File: config.mk
export PLATFORM = sky130hd
export DESIGN_NAME = preg_wb_steer
export DESIGN_NICKNAME = d
export VERILOG_FILES = /design/src/rtl/preg_wb_steer_pkg.sv /design/src/rtl/wb_bank_fifo.sv /design/src/rtl/preg_wb_steer.sv
export SDC_FILE = /design/constraint.sdc
export NUM_CORES = 2
export LEC_CHECK = 0
export ABC_AREA = 0
export BUFFER_PORTS_ARGS = -buffer_cell sky130_fd_sc_hd__buf_4
export CAP_MARGIN = 20
export CORE_MARGIN = 4
export CORE_UTILIZATION = 40
export CTS_BUF_LIST = sky130_fd_sc_hd__clkbuf_16
export DETAILED_ROUTE_END_ITERATION = 7
export SLEW_MARGIN = 20
export SYNTH_ARGS = -nofsm -noshare
export SYNTH_HDL_FRONTEND = slang
export SYNTH_SLANG_ARGS = --single-unit
File: constraint.sdc
create_clock -name clk -period 33.7 [get_ports clk]
set_input_delay 6.74 -clock clk [delete_from_list [all_inputs] [get_ports clk]]
set_output_delay 6.74 -clock clk [all_outputs]
set_load 0.05 [all_outputs]
File: src/rtl/preg_wb_steer_pkg.sv
// Shared types for the writeback steering stage: physical register address,
// the writeback entry carried through the bank FIFOs, and the grant-limit helper.
package preg_wb_steer_pkg;

  localparam int PKG_QLEN   = 64;
  localparam int PKG_DATA_W = 64;
  localparam int PREG_AW    = $clog2(PKG_QLEN);

  typedef logic [PREG_AW-1:0]    preg_addr_t;
  typedef logic [PKG_DATA_W-1:0] u64;

  typedef struct packed {
    preg_addr_t preg;
    u64         data;
  } wb_entry_t;

  // Enqueue slots available this cycle: min(2, depth - count); the pop in flight is not credited
  function automatic logic [1:0] grant_limit(input int unsigned depth, input int unsigned count);
    if (depth - count >= 32'd2) begin
      return 2'd2;
    end else begin
      return 2'(depth - count);
    end
  endfunction

endpackage

File: src/rtl/wb_bank_fifo.sv
// Per-bank 2-enqueue / 1-dequeue FIFO feeding one preg write port; the head
// pops every cycle it is valid. Includes its occupancy checker.
module wb_bank_fifo
  import preg_wb_steer_pkg::*;
#(
  parameter int DEPTH = 4
) (
  input  logic                   clk,
  input  logic                   reset,
  input  logic [1:0]             enq_n,
  input  wb_entry_t              enq0,
  input  wb_entry_t              enq1,
  output logic [$clog2(DEPTH):0] count,
  output logic [1:0]             grant_lim,
  output wb_entry_t              head
);

  localparam int PW = $clog2(DEPTH);

  wb_entry_t     mem_r [DEPTH];
  logic [PW-1:0] head_r;
  logic [PW-1:0] tail_r;
  logic [PW:0]   count_r;
  logic          pop_s;

  assign pop_s     = (count_r != (PW+1)'(0));
  assign count     = count_r;
  assign grant_lim = grant_limit(32'(DEPTH), 32'(count_r));
  assign head      = pop_s ? mem_r[head_r] : wb_entry_t'(0);

  // Entry storage; contents are dead whenever count says so, so no reset
  always_ff @(posedge clk) begin
    if (enq_n != 2'd0) mem_r[tail_r] <= enq0;
    if (enq_n == 2'd2) mem_r[tail_r + PW'(1)] <= enq1;
  end

  // Pointers and occupancy
  always_ff @(posedge clk or posedge reset) begin
    if (reset) begin
      head_r  <= PW'(0);
      tail_r  <= PW'(0);
      count_r <= (PW+1)'(0);
    end else begin
      head_r  <= head_r + PW'(pop_s);
      tail_r  <= tail_r + PW'(enq_n);
      count_r <= count_r + (PW+1)'(enq_n) - (PW+1)'(pop_s);
    end
  end

  wb_bank_fifo_chk #(.DEPTH(DEPTH)) u_chk (
    .clk       (clk),
    .reset     (reset),
    .count     (count_r),
    .enq_n     (enq_n),
    .grant_lim (grant_lim)
  );

endmodule

// Occupancy checker: over/underflow must be unreachable given the grant limit.
module wb_bank_fifo_chk #(
  parameter int DEPTH = 4
) (
  input logic                   clk,
  input logic                   reset,
  input logic [$clog2(DEPTH):0] count,
  input logic [1:0]             enq_n,
  input logic [1:0]             grant_lim
);

  // Sample occupancy invariants every active cycle
  always @(posedge clk) begin
    if (!reset) begin
      assert (32'(count) <= 32'(DEPTH)) else $error("bank fifo count %0d above depth", count);
      assert (enq_n <= grant_lim) else $error("bank fifo enqueue %0d above limit %0d", enq_n, grant_lim);
      assert (32'(count) + 32'(enq_n) - 32'(count != 0) <= 32'(DEPTH))
        else $error("bank fifo overflow");
      assert (32'(count) + 32'(enq_n) >= 32'(count != 0)) else $error("bank fifo underflow");
    end
  end

endmodule

File: src/rtl/preg_wb_steer.sv
// Writeback steering into the banked preg file: round-robin up to two grants per
// bank per cycle, preg 0 dropped. Optional PREG_WB_BYPASS_EN gives empty banks a
// same-cycle path for the first grant.
module preg_wb_steer
  import preg_wb_steer_pkg::*;
#(
  parameter int DATA_W = 64,
  parameter int QLEN   = 64,
  parameter int WNUM   = 4,
  parameter int SRC    = 4,
  parameter int DEPTH  = 4
) (
  input  logic                                clk,
  input  logic                                reset,
  input  logic [SRC-1:0]                      src_valid,
  output logic [SRC-1:0]                      src_ready,
  input  logic [SRC-1:0][$clog2(QLEN)-1:0]    src_preg,
  input  logic [SRC-1:0][DATA_W-1:0]          src_data,
  output logic [WNUM-1:0]                     wvalid,
  output logic [WNUM-1:0][$clog2(QLEN)-1:0]   wa,
  output logic [WNUM-1:0][DATA_W-1:0]         wdata
);

  localparam int AW = $clog2(QLEN);
  localparam int SW = (SRC > 1) ? $clog2(SRC) : 1;
  localparam int CW = $clog2(DEPTH) + 1;

  logic [SW-1:0] rr_ptr_r  [WNUM];
  logic [SW-1:0] rr_next_s [WNUM];
  logic [1:0]    ngnt_s    [WNUM];
  logic [SW-1:0] gidx0_s   [WNUM];
  logic [SW-1:0] gidx1_s   [WNUM];
  logic [SRC-1:0] gnt_s;
  logic [CW-1:0] count_s   [WNUM];
  logic [1:0]    lim_s     [WNUM];
  wb_entry_t     head_s    [WNUM];
  wb_entry_t     gent0_s   [WNUM];
  wb_entry_t     gent1_s   [WNUM];
  wb_entry_t     enq0_s    [WNUM];
  wb_entry_t     enq1_s    [WNUM];
  logic [1:0]    enq_n_s   [WNUM];
  logic [WNUM-1:0] byp_s;

  // Round-robin scan per bank, bounded by the bank's free enqueue slots
  always_comb begin
    int s;
    logic [SW-1:0] si;
    s     = 0;
    si    = SW'(0);
    gnt_s = {SRC{1'b0}};
    for (int b = 0; b < WNUM; b++) begin
      ngnt_s[b]    = 2'd0;
      gidx0_s[b]   = SW'(0);
      gidx1_s[b]   = SW'(0);
      rr_next_s[b] = rr_ptr_r[b];
      for (int k = 0; k < SRC; k++) begin
        s = int'(rr_ptr_r[b]) + k;
        if (s >= SRC) s = s - SRC;
        else          s = s;
        si = SW'(s);
        if (src_valid[si] && (src_preg[si] != AW'(0)) &&
            ((src_preg[si] & AW'(WNUM-1)) == AW'(b)) && (ngnt_s[b] < lim_s[b])) begin
          gnt_s[si] = 1'b1;
          if (ngnt_s[b] == 2'd0) gidx0_s[b] = si;
          else                   gidx1_s[b] = si;
          ngnt_s[b]    = ngnt_s[b] + 2'd1;
          rr_next_s[b] = (s == SRC-1) ? SW'(0) : SW'(s + 1);
        end else begin
          gnt_s[si] = gnt_s[si];
        end
      end
    end
  end

  // Preg 0 is accepted unconditionally and never reaches a bank
  always_comb begin
    for (int s = 0; s < SRC; s++) begin
      src_ready[s] = gnt_s[s] | (src_valid[s] & (src_preg[s] == AW'(0)));
    end
  end

  // Enqueue selection and write-port drive
  always_comb begin
    for (int b = 0; b < WNUM; b++) begin
      gent0_s[b] = '{preg: preg_addr_t'(src_preg[gidx0_s[b]]), data: u64'(src_data[gidx0_s[b]])};
      gent1_s[b] = '{preg: preg_addr_t'(src_preg[gidx1_s[b]]), data: u64'(src_data[gidx1_s[b]])};
`ifdef PREG_WB_BYPASS_EN
      if ((count_s[b] == CW'(0)) && (ngnt_s[b] != 2'd0)) begin
        byp_s[b]   = 1'b1;
        enq_n_s[b] = ngnt_s[b] - 2'd1;
        enq0_s[b]  = gent1_s[b];
        enq1_s[b]  = gent1_s[b];
      end else begin
        byp_s[b]   = 1'b0;
        enq_n_s[b] = ngnt_s[b];
        enq0_s[b]  = gent0_s[b];
        enq1_s[b]  = gent1_s[b];
      end
`else
      byp_s[b]   = 1'b0;
      enq_n_s[b] = ngnt_s[b];
      enq0_s[b]  = gent0_s[b];
      enq1_s[b]  = gent1_s[b];
`endif
      if (byp_s[b]) begin
        wvalid[b] = 1'b1;
        wa[b]     = AW'(gent0_s[b].preg);
        wdata[b]  = DATA_W'(gent0_s[b].data);
      end else begin
        wvalid[b] = (count_s[b] != CW'(0));
        wa[b]     = AW'(head_s[b].preg);
        wdata[b]  = DATA_W'(head_s[b].data);
      end
    end
  end

  // Round-robin pointers advance past the last grant
  always_ff @(posedge clk or posedge reset) begin
    if (reset) begin
      for (int b = 0; b < WNUM; b++) rr_ptr_r[b] <= SW'(0);
    end else begin
      for (int b = 0; b < WNUM; b++) rr_ptr_r[b] <= rr_next_s[b];
    end
  end

  for (genvar b = 0; b < WNUM; b++) begin : g_bank
    wb_bank_fifo #(.DEPTH(DEPTH)) u_fifo (
      .clk       (clk),
      .reset     (reset),
      .enq_n     (enq_n_s[b]),
      .enq0      (enq0_s[b]),
      .enq1      (enq1_s[b]),
      .count     (count_s[b]),
      .grant_lim (lim_s[b]),
      .head      (head_s[b])
    );
  end

endmodule
==> out/qor.txt <==
Clk pin slew, worst setup/hold paths: 60 ps
Async SR Flop Fraction: 0.0311
Via density: 6.54
outcome: finished, final reports clean
grt ovf: 0
share of layout cells above drive strength 1: 0.560
Post-synth top cells: mux2_2 (1121), edfxtp_1 (1120), mux4_2 (838)
largest cells by area after synthesis: edfxtp_1 (44%), mux4_2 (25%), mux2_2 (17%), and2_1 (2.4%), clkbuf_1 (1.6%)
Post-synth EDFFs: 1120
Die Area: 196000 um^2
Initial Util: 0.402
syn_area_per_cell: 16.1 um^2
first-pass GRT wire length: 418000 um
critical-path maximum fanout: 15
crit path DAT: 18240 ps
Worst EP required: 26960 ps
CP Capture Type: primary output
IO Pins: 574
DR WL/cell: 38.2 um
setup TNS: 0 ps
CTS buffer count: 139
fill count: 16.3k
area occupied by multi-input gates: 39700 um^2
hold crit path type: register to register
Detailed Route WL: 300000 um
most frequent cell after synthesis: mux2_2
post-synth top area cell: edfxtp_1
unrepaired setup endpoints after global routing: no
drt drc: 0
HP Start: g_bank[3].u_fifo.count[2]$_DFF_PP0_
Worst R2R Path Depth: 24
initial antenna violation count: 55
Fmax achieved: 40.0 MHz
crit path from: src_preg[6]
vias in the first global route: 52.9k
Worst Setup EP: src_ready[2]
total number of H-tree levels: 4
endpoints failing hold: 0
core footprint: 188000 um^2
Detailed Place HPWL: 201000 um
die width: 443 um
post-CTS setup buffers: 0
FF-to-FF End: g_bank[0].u_fifo.mem_r[0][22]$_DFFE_PP_
fin crit share: 0.741
critical path's largest stage delay: 800 ps
Slew Limit Fails: 0
CTS root buf: clkbuf_16
Port Buf Inserts: 573
GPL Wtd Cong: 0.891
Synth top area share: 0.445
Slew headroom: 0.183
cts repair resizes: 0
CTS tree: yes
commonest register cell after synthesis: edfxtp_1
Fin Clk Skew: 52.7 ps
largest net degree at the start of global routing: 74
Ys Warns: 0
clk buf depth: 3
Area growth syn-to-layout: 15.6%
Synth Register Bits: 1156
Placed Cells: 7497
gr usage total: 0.302
CP dominant cell by count: nand2_1
mapped cell area: 75700 um^2
Die Y: 443 um
Final Non-Filler Cells: 7857
Syn Inst Count: 4701
sequential cell area: 34600 um^2
Worst Hold Slack: 564 ps
Seq/Total Area, Yosys: 0.456
cts hold-fix bufs: 0
Vias: 51.4k
Max Cap Viol: 0
Final Critical Period: 24980 ps
critical path launch point type: input pin
CTS sink count: 1156
Pre-antenna DRT Iters: 6
Distinct cells, synth: 110
1st-iter DRT viols: 5535
CP max-delay cell: nor4_1
worst skew pair latency: 830 ps
Worst Tran Pin Value: 1220 ps
RR Startpoint: rr_ptr_r[6]$_DFFE_PP0P_
Net Count, Synth: 5070
Post-DRT Antenna Nets: 0
critical path class: input pin to primary output
setup slack, reg-to-reg: 23790 ps
Cell Rows: 159
Final Setup Violations: 0
Net count, final: 5513
==> stage by stage <==
step	util	instance area [um^2]	setup slack (ps)
floorplan	-	75700	11360
global placement	0.441	82900	9080
detailed placement	0.441	82900	9080
CTS	0.464	87200	9060
global route	0.465	87400	7700
finish	0.465	87500	8720
==> state kept, by name, summed over array words and instances (netlist names) <==
| name | count |
|---|---|
| g_bank.u_fifo.tail_r | 8 |
| rr_ptr_r | 8 |
| g_bank.u_fifo.count | 12 |
| g_bank.u_fifo.mem_r | 1120 |
| g_bank.u_fifo.head_r | 8 |
==> final cells by class <==
class | count | area share
Tap cell | 2495 | 0.0357
Timing Repair Buffer | 692 | 0.0600
Clock buffer | 140 | 0.0400
Sequential cell | 1156 | 0.395
Multi-Input combinational cell | 3071 | 0.454
Antenna cell | 108 | 0.00309
Clock inverter | 111 | 0.00857
Inverter | 84 | 0.00360
==> worst min path at each step <==
stage | end | slack (ps) | cells after the start
3_3_place_gp | g_bank[2].u_fifo.count[2]$_DFF_PP0_ | 550 | 2
4_1_cts | g_bank[3].u_fifo.count[2]$_DFF_PP0_ | 570 | 2
6_report | g_bank[3].u_fifo.count[2]$_DFF_PP0_ | 560 | 2
5_1_grt | g_bank[2].u_fifo.count[2]$_DFF_PP0_ | 600 | 2
2_1_floorplan | g_bank[0].u_fifo.head_r[0]$_DFF_PP0_ | 480 | 1
3_5_place_dp | g_bank[3].u_fifo.count[2]$_DFF_PP0_ | 550 | 2
==> cells by family after synthesis <==
| kind of cell | Yosys count | share of synthesized area |
|---|---|---|
| XOR/XNOR | 28 | 0.00324 |
| flip-flops | 1156 | 0.456 |
| AO/OA/AOI/OAI | 335 | 0.0335 |
| multiplexers | 1985 | 0.421 |
| buffers and inverters | 474 | 0.0245 |
| adder cells (fa/ha/maj) | 83 | 0.0141 |
| AND/OR/NAND/NOR | 640 | 0.0470 |
==> cell usage in the layout, fill, tap and decap left out, types with 16 or more instances in the layout <==
cell type	synthesis	routed
a211oi_1	26	26
a21oi_1	55	51
and2_1	296	296
buf_4	8	688
clkbuf_16	0	140
clkinv_1	10	46
dfrtp_1	36	28
diode_2	0	108
edfxtp_1	1120	1120
ha_1	79	79
inv_1	73	108
mux2_2	1121	1121
mux2i_1	17	16
mux4_2	838	838
nand2_1	82	82
nand3_1	36	33
nor2_1	94	84
nor3_1	37	32
o211ai_1	21	21
o21ai_0	51	51
xnor2_1	18	18
==> critical path, delay by kind of cell <==
family                   cells  cell delay (ps)
AO/OA/AOI/OAI               22             5810
adder cells (fa/ha/maj)      2              610
buffers and inverters        3              660
multiplexers                 2              850
AND/OR/NAND/NOR             12             3590
==> metal layers <==
metal	share of wire	track usage	up-vias
li1	-	-	20600
met1	0.35	0.362	27100
met2	0.50	0.505	3061
met3	0.079	0.0537	648
met4	0.068	0.189	22
met5	0.00054	0	-
Power is not shown: default switching activity piles up to over one toggle a cycle in this logic, so the estimate is an artifact.
